### config.mk
export PLATFORM = sky130hd
export DESIGN_NAME = gate_bist_controller
export DESIGN_NICKNAME = d
export VERILOG_FILES = /design/src/rtl/gate_bist_controller.sv
export SDC_FILE = /design/constraint.sdc
export NUM_CORES = 1
export LEC_CHECK = 0
export BUFFER_PORTS_ARGS = -buffer_cell sky130_fd_sc_hd__buf_2
export CAP_MARGIN = 0
export CORE_UTILIZATION = 61
export CTS_BUF_LIST = sky130_fd_sc_hd__clkbuf_16
export CTS_CLUSTER_SIZE = 25
export DETAILED_ROUTE_END_ITERATION = 10
export PLACE_DENSITY_LB_ADDON = 0.05
export SETUP_SLACK_MARGIN = 0.15
export SLEW_MARGIN = 0
export SYNTH_ARGS = -nofsm -noshare
export SYNTH_HDL_FRONTEND = slang
export SYNTH_SLANG_ARGS = --single-unit
### constraint.sdc
create_clock -name clk -period 5 [get_ports clk]
set_clock_uncertainty 0.05 [all_clocks]
set_input_delay 1 -clock clk [delete_from_list [all_inputs] [get_ports clk]]
set_output_delay 1 -clock clk [all_outputs]
set_load 0.005 [all_outputs]
### src/rtl/gate_bist_controller.sv
`default_nettype none
// ============================================================================
// gate_bist_controller: LFSR-driven stimulus and MISR response compaction for
// a combinational GateModel netlist. GATEBIST_SETTLE_EN adds per-vector hold.
// Revision: 1.0
// ============================================================================
module gate_bist_controller #(
  parameter int              IN_W     = 21,
  parameter int              OUT_W    = 10,
  parameter int              PATTERNS = 1024,
  parameter logic [IN_W-1:0] SEED     = 'h1,
  parameter logic [15:0]     GOLDEN   = 16'h0000,
  parameter int              SETTLE   = 2
) (
  input  logic              clk,
  input  logic              rst_n,
  input  logic              start,
  output logic [IN_W-1:0]   stim,
  input  logic [OUT_W-1:0]  resp,
  output logic              busy,
  output logic              done,
  output logic              pass,
  output logic [15:0]       signature
);

  typedef enum logic [2:0] {
    IDLE      = 3'd0,
    APPLY     = 3'd1,
    SETTLE_ST = 3'd2,
    CAPTURE   = 3'd3,
    DONE_ST   = 3'd4
  } state_t;

`ifdef GATEBIST_SETTLE_EN
  localparam int SETTLE_N = SETTLE;
`else
  // Without the macro the settle hold does not exist; SETTLE folds to zero.
  localparam int SETTLE_N = 0 * SETTLE;
`endif

  localparam logic [IN_W-1:0] SEED_EFF    = (SEED == '0) ? IN_W'(1) : SEED;
  localparam logic [15:0]     LAST_CNT    = 16'(PATTERNS - 1);
  localparam logic [15:0]     SETTLE_LAST = 16'((SETTLE_N > 0) ? SETTLE_N - 1 : 0);

  state_t            state, state_next;
  logic [IN_W-1:0]   lfsr;
  logic [IN_W-1:0]   lfsr_next;
  logic [15:0]       misr;
  logic [15:0]       misr_next;
  logic [15:0]       cnt;
  logic [15:0]       settle_cnt;
  logic              fb;

  assign fb        = misr[15] ^ misr[13] ^ misr[12] ^ misr[10];
  assign misr_next = {misr[14:0], fb} ^ 16'(resp);
  assign lfsr_next = {lfsr[IN_W-2:0], lfsr[IN_W-1] ^ lfsr[IN_W-3]};
  assign signature = misr;

  always_ff @(posedge clk or negedge rst_n) begin
    if (!rst_n) begin
      state <= IDLE;
    end else begin
      state <= state_next;
    end
  end

  always_comb begin
    state_next = state;
    busy       = 1'b0;
    done       = 1'b0;
    case (state)
      IDLE: begin
        if (start) state_next = APPLY;
      end
      APPLY: begin
        busy       = 1'b1;
        state_next = (SETTLE_N > 0) ? SETTLE_ST : CAPTURE;
      end
      SETTLE_ST: begin
        busy = 1'b1;
        if (settle_cnt == SETTLE_LAST) state_next = CAPTURE;
      end
      CAPTURE: begin
        busy       = 1'b1;
        state_next = (cnt == LAST_CNT) ? DONE_ST : APPLY;
      end
      DONE_ST: begin
        done       = 1'b1;
        state_next = IDLE;
      end
      default: state_next = IDLE;
    endcase
  end

  // stim is loaded on the edge entering APPLY so it is valid for the whole vector.
  always_ff @(posedge clk or negedge rst_n) begin
    if (!rst_n) begin
      stim       <= '0;
      lfsr       <= '0;
      misr       <= '0;
      cnt        <= '0;
      pass       <= 1'b0;
      settle_cnt <= '0;
    end else begin
      case (state)
        IDLE: begin
          if (start) begin
            lfsr <= SEED_EFF;
            stim <= SEED_EFF;
            misr <= '0;
            cnt  <= '0;
            pass <= 1'b0;
          end
        end
        APPLY: begin
          settle_cnt <= '0;
        end
        SETTLE_ST: begin
          settle_cnt <= settle_cnt + 16'd1;
        end
        CAPTURE: begin
          misr <= misr_next;
          lfsr <= lfsr_next;
          cnt  <= cnt + 16'd1;
          if (cnt != LAST_CNT) stim <= lfsr_next;
        end
        DONE_ST: begin
          pass <= (misr == GOLDEN);
          stim <= '0;
        end
        default: ;
      endcase
    end
  end

endmodule
`default_nettype wire

==> results of run 1 <==
stage by stage:
step           hold slack, ns  utilization, %  instance area [um^2]
2_1_floorplan          0.4356               -                  4340
3_3_place_gp           0.4534           68.10                  4652
3_5_place_dp           0.4577           68.10                  4652
4_1_cts                0.4773           72.64                  4962
5_1_grt                0.4955           72.64                  4962
6_report               0.4719           72.64                  4962
how the worst max path moves through the flow:
stage / depth (start not counted) / slack [ns] / to
after floorplan: 5 / 2.64 / cnt[11]$_DFFE_PN0P_
after global placement: 5 / 2.09 / cnt[14]$_DFFE_PN0P_
after detailed placement: 5 / 2.04 / cnt[14]$_DFFE_PN0P_
after CTS: 3 / 2.28 / stim[19]$_DFFE_PN0P_
after global routing: 3 / 2.04 / stim[19]$_DFFE_PN0P_
final: 3 / 2.27 / stim[19]$_DFFE_PN0P_
area by class of cell:
cell class              instances  area (um^2)  area share [%]
clock buffers                   9        225.2           4.539
repair buffers                 56        292.8           5.900
flip-flops and latches         94         2352           47.40
well taps                      96        120.1           2.421
clock inverters                 7        85.08           1.715
inverters                       8        30.03          0.6051
multi-input cells             298         1857           37.42
power breakdown:
part	internal [uW]	switching, uW	total, uW
Clock	399	313	713
Combinational	329	438	767
Sequential	973	213	1190
synth_stat cells, drive strengths merged (2+ instances only):
master	instances
dfrtp	94
nand2	47
o21ai	41
a22o	29
nand3	29
nor2	29
xnor2	20
clkbuf	16
nor4	12
buf	10
nand4	10
a21oi	8
a31oi	8
inv	8
nor3	5
nor3b	5
xor2	5
a211oi	4
a41o	4
nor4b	4
and4	3
ha	3
nand3b	3
o31ai	3
a21o	2
and2	2
and3	2
or3	2
per-layer routing:
metal / vias up / global-route usage [%] / routed length [um]
li1: 1635 / - / -
met1: 1643 / 39.18 / 4345
met2: 103 / 40.76 / 4261
met3: 10 / 3.619 / 387
met4: 0 / 8.788 / 128
met5: - / 0 / 0
kinds of logic after synthesis:
group | after synthesis
muxes | 2
buffers and inverters | 34
adders and majority gates | 3
xor gates and xnor gates | 25
AOI/OAI and AO/OA | 107
DFF | 94
and+or+nand+nor | 161
registers in the layout, summed over array words and instances, names as in the netlist:
name,count
stim,21
signature,16
settle_cnt,16
cnt,16
lfsr,21
pass,1
state,3
worst max-delay path, stage by stage, from the launching register on:
cell and delay, ns:
dfrtp_1 0.59, and3b_2 0.97, and2_1 0.68, o21ai_0 0.25
layout by cell type (no fill, tap or decap), drive strengths merged, types with 3 or more instances in the layout:
cell type,netlist,layout
a22o,29,29
a31oi,8,8
nand3b,3,3
nand2,47,47
nor4,12,12
xnor2,20,20
nor3b,5,5
a211oi,4,4
nor2,29,29
nor3,5,5
buf,10,56
xor2,5,5
a41o,4,4
nor4b,4,4
a21oi,8,8
o31ai,3,3
dfrtp,94,94
inv,8,13
ha,3,3
o21ai,41,41
clkbuf,16,9
nand3,29,29
nand4,10,10
and4,3,3
==> metrics, run 1 <==
outcome=complete, no violations; Core Area=6832 um^2; Setup Buffers After CTS=0; Fillers=545; CP required=5.13 ns; Post-Synth XOR/XNOR Area=5.045%; PwrDens=537.1 nW/um^2; crit path launch=state[2]$_DFFE_PN0P_; sequential fraction of the synthesis area=54.19%; Inserted Clock Buffers=9; initial antenna violation count=0; Main synth FF type=dfrtp_1; Hold Path Cell Cnt=2; Mapped Nets=442; ANT cells=0; Place WS=2.039 ns; IO buf count=52; Final WS setup=2.273 ns; cts hold-fix bufs=0; Min Clock Period, post-route=2.727 ns; Synth top area share=54.19%; via/cell ratio=5.970; worst reg-to-reg path cell count=3; Power Total=2665 uW; compound-cell area share of the yosys netlist=17.18%; Starting Density=63.53%; post-synthesis adder-cell area fraction=0.8648%; io pins=53; final WL=9.124 mm; Post-CTS Resized=0; Synth area leaders=dfrtp_1 (54%), a22o_1 (5.9%), o21ai_0 (4.6%), nand2_1 (4.1%), xnor2_1 (4.0%); CTS sink cnt=94; full die area=7457 um^2; overall die width=86.36 um; number of H-tree levels=3; Routed Antenna Nets=0; Placed Instances=552; gr usage total=26.52%; final std cells w/o fill=568; combinational family with the most area after synthesis=simple AND/OR/NAND/NOR gates; CP arrival=2.86 ns; Tightest Pin Transition=1.241 ns; final hold violation count=0; peak supply drop=0.2833 mV; largest net degree at the start of global routing=57; Fmax achieved=366.7 MHz; TritonRoute pass-1 iters=5; GPL Wtd Cong=0.8429; total congestion overflow=0; Hold Path End=stim[10]$_DFFE_PN0P_; Final nets=483; CTS Buffer Depth=2; reg2reg start=state[2]$_DFFE_PN0P_; crit share post-route=54.54%; FF-to-FF End=stim[19]$_DFFE_PN0P_; via count=3391; CTS clk-pin slew, worst paths=0.07 ns; worst hold path type=register to register; first-pass GRT wire length=15.45 mm; Yosys cell types=50; Synth Warn #=0; Leak=0.002257 uW; Worst R2R Setup Slack=2.27 ns; total negative slack=0 ns; crit end category=register; Avg Cell Area, Syn=10.19 um^2; CTS Root Cell=clkbuf_16; Detail Placement HPWL=5.767 mm; 1st-iter DRT viols=287; RSZ-0062 raised after global routing=false; Rel. slew slack=17.10%; final slew viol count=0; cell count after synthesis=426; Max FO, Critical Path=54; vias in the first global route=3141; DRC=0; share of cells above drive strength 1=17.58%; post-synthesis mux area share=0.4901%; Post-synth EDFFs=0; area delta synth->final=14.33%; post-synthesis register bit count=94; TritonCTS clock tree=built; cell area after synthesis=4340 um^2; FFs w/ async S/R, synth=100.0%; Hold Startpoint=stim[10]$_DFFE_PN0P_; Startpoint Class=register; dominant cell type by area after synthesis=dfrtp_1; WL per Instance=16.06 um; # rows=30; Simple-Gate Fraction of Synth Area=19.11%; Setup CP Type=register to register; clock latency on the worst-skew pair=0.34 ns; setup violators final=0; Die Height=86.36 um; Max Cap Viol=0
Power figures use the tool's default switching activity.
==> run 2: changes to the inputs <==
--- a/config.mk
+++ b/config.mk
@@ -7,7 +7,7 @@
 export LEC_CHECK = 0
 export BUFFER_PORTS_ARGS = -buffer_cell sky130_fd_sc_hd__buf_2
 export CAP_MARGIN = 0
-export CORE_UTILIZATION = 61
+export CORE_UTILIZATION = 58
 export CTS_BUF_LIST = sky130_fd_sc_hd__clkbuf_16
 export CTS_CLUSTER_SIZE = 25
 export DETAILED_ROUTE_END_ITERATION = 10
==> constraint.sdc (replaced) <==
create_clock -name clk -period 2.7 [get_ports clk]
set_clock_uncertainty 0.05 [all_clocks]
set_input_delay 0.54 -clock clk [delete_from_list [all_inputs] [get_ports clk]]
set_output_delay 0.54 -clock clk [all_outputs]
set_load 0.005 [all_outputs]
==> run 2 against run 1 <==
Compared with the run above:
- combinational power up 86%
- fmax up 22%
- clock power up 73%
- core utilization down 3.6 points
- sequential cell count unchanged
- register-to-register slack worse by 1.8 ns
- power up 82%
- sequential share of layout area down 0.43 points
- first-iteration DRC count down 36%
- die area up 5.0%
- critical endpoint is now lfsr[4]$_DFFE_PN0P_
- largest power group unchanged
- highest routed layer unchanged
==> metrics, run 2 (synthesized netlist as in run 1, its figures left out) <==
Post-CTS Resized=0 (unchanged); crit end category=register (unchanged); # rows=31 (was 30); Rel. slew slack=50.74% (was 17.10%); cts hold-fix bufs=0 (unchanged); Power Total=4844 uW (was 2665 uW); TritonCTS clock tree=built (unchanged); TritonRoute pass-1 iters=4 (was 5); Layout Utilization=69.04% (was 72.64%); worst hold path type=input port to async pin (was register to register); CTS clk-pin slew, worst paths=0.07 ns (about the same); biggest regs=lfsr: 21 flops, stim: 21 flops (unchanged); Detail Placement HPWL=6.043 mm (was 5.767 mm); final WL=9.145 mm (was 9.124 mm); IO buf count=52 (unchanged); Placed Instance Area=4713 um^2 (was 4652 um^2); Routed Antenna Nets=0 (unchanged); Fmax achieved=445.6 MHz (was 366.7 MHz); full die area=7833 um^2 (was 7457 um^2); Min Clock Period, post-route=2.244 ns (was 2.727 ns); CP arrival=2.47 ns (was 2.86 ns); total negative slack=0 ns (unchanged); Starting Density=59.84% (was 63.53%); Final nets=489 (was 483); largest net degree at the start of global routing=50 (was 57); area delta synth->final=15.36% (was 14.33%); Startpoint Class=register (unchanged); Fillers=583 (was 545); share of cells above drive strength 1=18.62% (was 17.58%); io pins=53 (unchanged); peak supply drop=0.5018 mV (was 0.2833 mV); WL per Instance=15.85 um (was 16.06 um); Setup Buffers After CTS=0 (unchanged); first-pass GRT wire length=15.28 mm (was 15.45 mm); final hold violation count=0 (unchanged); via count=3408 (was 3391); Tightest Pin Transition=0.7381 ns (was 1.241 ns); ANT cells=0 (unchanged); Inserted Clock Buffers=9 (unchanged); Core Area=7253 um^2 (was 6832 um^2); vias in the first global route=3087 (was 3141); RSZ-0062 raised after global routing=false (unchanged); initial antenna violation count=0 (unchanged); clock latency on the worst-skew pair=0.34 ns (about the same); CTS Buffer Depth=2 (unchanged); via/cell ratio=5.906 (was 5.970); Leak=0.002276 uW (was 0.002257 uW); Setup CP Type=register to register (unchanged); crit share post-route=83.12% (was 54.54%); outcome=complete, no violations (unchanged); Die Height=88.51 um (was 86.36 um); Max Cap Viol=0 (unchanged); gr usage total=25.23% (was 26.52%); commonest non-fill, non-tap cell in the layout=dfrtp_1 (unchanged); setup violators final=0 (unchanged); 1st-iter DRT viols=185 (was 287); DRC=0 (unchanged); PwrDens=967.4 nW/um^2 (was 537.1 nW/um^2); total congestion overflow=0 (unchanged); CTS Root Cell=clkbuf_16 (unchanged); overall die width=88.51 um (was 86.36 um); GPL Wtd Cong=0.8797 (was 0.8429); CTS sink cnt=94 (unchanged); number of H-tree levels=3 (unchanged); final slew viol count=0 (unchanged); Max FO, Critical Path=20 (was 54); CP required=2.92 ns (was 5.13 ns); commonest non-fill, non-tap cells in the layout=dfrtp_1 (94), buf_2 (51), nand2_1 (47), o21ai_0 (40) (unchanged); Design Area, Final=5007 um^2 (was 4962 um^2)
run 2: cell count changes in the layout (fill, tap and decap cells not counted):
cell	change
buf_4	+5
inv_6	-3
clkinvlp_4	+2
buf_12	+1
bufinv_16	-1
clkinv_4	+1
clkinv_8	+1
run 2: layer usage:
| layer | up-vias | part of all wire (%) | track usage, % | wire length, um |
|---|---|---|---|---|
| li1 | 1643 | - | - | - |
| met1 | 1687 | 49 | 38.08 | 4472 |
| met2 | 67 | 47 | 38.39 | 4297 |
| met3 | 11 | 2.9 | 3.078 | 267 |
| met4 | 0 | 1.2 | 7.478 | 108 |
| met5 | - | 0 | 0 | 0 |
run 2: report_power, final:
group	switching, uW	total, uW	internal (uW)
logic	789	1430	640
registers	387	2190	1800
clock network	581	1230	645
total	1760	4840	3090
run 2: final cells by class:
class	count	area, um^2	area share (%)
clock buffers	9	225.2	4.498
clock inverters	7	68.82	1.374
inverters	8	30.03	0.5997
multi-input cells	298	1857	37.08
flip-flops and latches	94	2352	46.98
well taps	99	123.9	2.474
repair buffers	62	350.3	6.997
run 2: final timing paths:
| kind | from | end | slack [ns] | depth (start not counted) |
|---|---|---|---|---|
| setup / recovery | state[2]$_DFFE_PN0P_ | lfsr[4]$_DFFE_PN0P_ | 0.46 | 4 |
| hold / removal | rst_n | signature[7]$_DFFE_PN0P_ | 0.15 | 1 |
| setup reg to reg | state[2]$_DFFE_PN0P_ | lfsr[4]$_DFFE_PN0P_ | 0.46 | 4 |
| hold reg to reg | pass$_DFFE_PN0P_ | pass$_DFFE_PN0P_ | 0.46 | 1 |
| max in group asynchronous | rst_n | lfsr[6]$_DFFE_PN0P_ | 1.77 | 2 |
| min in group clk | resp[6] | signature[6]$_DFFE_PN0P_ | 0.43 | 3 |
run 2: critical path: stages, from the launching register on:
cell	delay (ns)
dfrtp_1	0.68
and3b_2	0.33
nor2_2	0.58
buf_4	0.36
a22o_1	0.17
run 2: metrics by stage:
step                instances  hold slack (ns)  worst slack [ns]
floorplan                 426           0.1944            0.8040
global placement          561           0.4373            0.5460
detailed placement        561           0.4390            0.4689
CTS                       577           0.1730            0.4532
global route              577           0.2109            0.2761
finish                    577           0.1478            0.4558
==> run 3: changes to the inputs <==
--- a/config.mk
+++ b/config.mk
@@ -5,9 +5,10 @@
 export SDC_FILE = /design/constraint.sdc
 export NUM_CORES = 1
 export LEC_CHECK = 0
+export ABC_AREA = 1
 export BUFFER_PORTS_ARGS = -buffer_cell sky130_fd_sc_hd__buf_2
 export CAP_MARGIN = 0
-export CORE_UTILIZATION = 58
+export CORE_UTILIZATION = 53
 export CTS_BUF_LIST = sky130_fd_sc_hd__clkbuf_16
 export CTS_CLUSTER_SIZE = 25
 export DETAILED_ROUTE_END_ITERATION = 10
==> constraint.sdc (replaced) <==
create_clock -name clk -period 1.8 [get_ports clk]
set_clock_uncertainty 0.05 [all_clocks]
set_input_delay 0.36 -clock clk [delete_from_list [all_inputs] [get_ports clk]]
set_output_delay 0.36 -clock clk [all_outputs]
set_load 0.005 [all_outputs]
==> run 3 against run 2 <==
Compared with the run above:
- first-iteration DRC count rose by 27%
- worst hold slack lost 0.14 ns
- design area is 8.7% higher
- die area rose by 16%
- via count rose by 18%
- largest cell class unchanged
- highest routed layer unchanged
==> metrics, run 3 <==
Die Height=95.39 um (was 88.51 um); Inserted Clock Buffers=9 (unchanged); final hold slack=0.003033 ns (was 0.1478 ns); Leak=0.002699 uW (was 0.002276 uW); total negative slack=0 ns (unchanged); Setup CP Type=register to primary output (was register to register); Rel. slew slack=66.82% (was 50.74%); full die area=9098 um^2 (was 7833 um^2); CTS clk-pin slew, worst paths=0.07 ns (about the same); Max FO, Critical Path=4 (was 20); FFs w/ async S/R, synth=100.0% (unchanged); Starting Density=55.42% (was 59.84%); via count=4009 (was 3408); initial antenna violation count=0 (unchanged); IO buf count=52 (unchanged); DRC=0 (unchanged); commonest non-fill, non-tap cell in the layout=nand2_1 (was dfrtp_1); Core Area=8341 um^2 (was 7253 um^2); final WL=10.10 mm (was 9.145 mm); sequential fraction of the synthesis area=50.89% (was 54.19%); biggest regs=lfsr: 21 flops, stim: 21 flops (unchanged); crit share post-route=91.10%; CP arrival=1.23 ns (was 2.47 ns); most frequent cell after synthesis=nand2_1 (was dfrtp_1); Post-synth EDFFs=0 (unchanged); post-synthesis register bit count=94 (unchanged); crit path launch=state[0]$_DFFE_PN0P_ (was state[2]$_DFFE_PN0P_); share of cells above drive strength 1=17.26% (was 18.62%); Detail Placement HPWL=6.986 mm (was 6.043 mm); peak supply drop=0.6465 mV (was 0.5018 mV); number of H-tree levels=3 (unchanged); Synth Warn #=0 (unchanged); Avg Cell Area, Syn=8.052 um^2 (was 10.19 um^2); RSZ-0062 raised after global routing=true (was false); Main synth FF type=dfrtp_1 (unchanged); Max Cap Viol=0 (unchanged); worst hold path type=input port to async pin (unchanged); TritonRoute pass-1 iters=5 (was 4); dominant cell type by area after synthesis=dfrtp_1 (unchanged); gr usage total=23.95% (was 25.23%); CP required=1.39 ns (was 2.92 ns); Fmax achieved=609.9 MHz; Tightest Pin Transition=0.4977 ns (was 0.7381 ns); final slew viol count=0 (unchanged); Final nets=660 (was 489); 1st-iter DRT viols=235 (was 185); clock latency on the worst-skew pair=0.34 ns (about the same); WL per Instance=13.40 um (was 15.85 um); overall die width=95.39 um (was 88.51 um); CTS Buffer Depth=2 (unchanged); io pins=53 (unchanged); Mapped Nets=590 (was 442); worst reg-to-reg path cell count=8 (was 4); Routed Antenna Nets=0 (unchanged); crit end category=primary output (was register); reg2reg start=state[0]$_DFFE_PN0P_ (was state[2]$_DFFE_PN0P_); area delta synth->final=17.76% (was 15.36%); Startpoint Class=register (unchanged); commonest non-fill, non-tap cells in the layout=nand2_1 (146), dfrtp_1 (93), inv_1 (64), nand3_1 (58), nor2_1 (57) (was dfrtp_1 (94), buf_2 (51), nand2_1 (47), o21ai_0 (40)); vias in the first global route=3718 (was 3087); Synth top area share=50.89% (was 54.19%); Place WS=0.1350 ns (was 0.4689 ns); # rows=33 (was 31); TritonCTS clock tree=built (unchanged); CTS sink cnt=94 (unchanged); GPL Wtd Cong=0.8981 (was 0.8797); outcome=complete, no violations (unchanged); Synth top cells by count=nand2_1 (147), dfrtp_1 (94), inv_1 (66), nor2_1 (62), nand3_1 (58) (was dfrtp_1 (94), nand2_1 (47), o21ai_0 (40)); Min Clock Period, post-route=1.640 ns; Final WS setup=0.1603 ns (was 0.4558 ns); CTS Root Cell=clkbuf_16 (unchanged); first-pass GRT wire length=16.93 mm (was 15.28 mm); setup violators final=0 (unchanged); cell area after synthesis=4622 um^2 (was 4340 um^2); ANT cells=0 (unchanged); final hold violation count=0 (unchanged); largest net degree at the start of global routing=95 (was 50); via/cell ratio=5.317 (was 5.906); total congestion overflow=0 (unchanged); PwrDens=1301 nW/um^2 (was 967.4 nW/um^2); Synth area leaders=dfrtp_1 (51%), nand2_1 (12%), nand3_1 (6.3%), inv_1 (5.4%), nor2_1 (5.0%) (was dfrtp_1 (54%), a22o_1 (5.9%), o21ai_0 (4.6%), nand2_1 (4.1%), xnor2_1 (4.0%)); cell count after synthesis=574 (was 426); Yosys cell types=29 (was 50)
-- run 3: cell count changes after synthesis, moves of 19 or more --
cell and delta:
a22o_1 -28, inv_1 +58, nand2_1 +100, nand3_1 +29
nor2_1 +33, o21ai_0 -19, o22ai_1 +34
-- run 3: logic make-up (layout without fill, tap and decap cells) --
group | count (synthesis) | count (layout) | share of synthesized area [%]
AOI/OAI and AO/OA | 71 | 71 | 8.879
xor gates and xnor gates | 18 | 18 | 3.411
adders and majority gates | 3 | 3 | 0.8122
buffers and inverters | 88 | 163 | 8.094
DFF | 94 | 94 | 50.89
and+or+nand+nor | 300 | 300 | 27.91
-- run 3: critical path: stages (launching register included) --
cell	delay [ns]
dfrtp_1	0.43
nor2_4	0.16
nand2_2	0.10
inv_1	0.09
buf_2	0.11
-- run 3: per-layer routing --
layer	global-route usage (%)	wire (um)	vias to the layer above
met5	0	0	-
met4	8.706	114	0
met3	3.828	427	12
met2	38.81	4832	82
met1	32.47	4731	1893
li1	-	-	2022
-- run 3: final cells by class --
class                           count  area (um^2)
Sequential cell                    94         2354
Clock buffer                        9        225.2
Fill cell                         743         2898
Tap cell                          105        131.4
Inverter                           68        255.2
Timing Repair Buffer               79        498.0
Multi-Input combinational cell    392         1916
Clock inverter                      7        63.81
-- run 3: worst paths after layout --
kind	slack, ns	end
max	0.16	done
min	0.003	cnt[10]$_DFFE_PN0P_
max reg2reg	0.22	stim[15]$_DFFE_PN0P_
min reg2reg	0.42	stim[6]$_DFFE_PN0P_
max in group asynchronous	1.30	settle_cnt[1]$_DFFE_PN0P_
min in group clk	0.25	signature[0]$_DFFE_PN0P_
-- run 3: power breakdown --
part           internal (uW)  switching, uW
logic                    929           1120
registers               2760            452
clock network            968            854
total                   4650           2420
-- run 3: repair_timing --
action | 4_1_cts | 5_1_grt
gates resized for setup | 3 | 12
buffers inserted | 5 | 2
pin swaps | 2 | 0
hold buffers | 0 | 0
endpoints found under the setup margin | 25 | 55
-- run 3: metrics by stage --
step                utilization (%)  total power [uW]  area, um^2  instances
floorplan                         -              4455        4622        574
global placement              60.67              5167        5060        731
detailed placement            60.67              5245        5060        731
CTS                           64.69              7114        5395        752
global route                  65.26              7618        5443        754
finish                        65.26              7079        5443        754
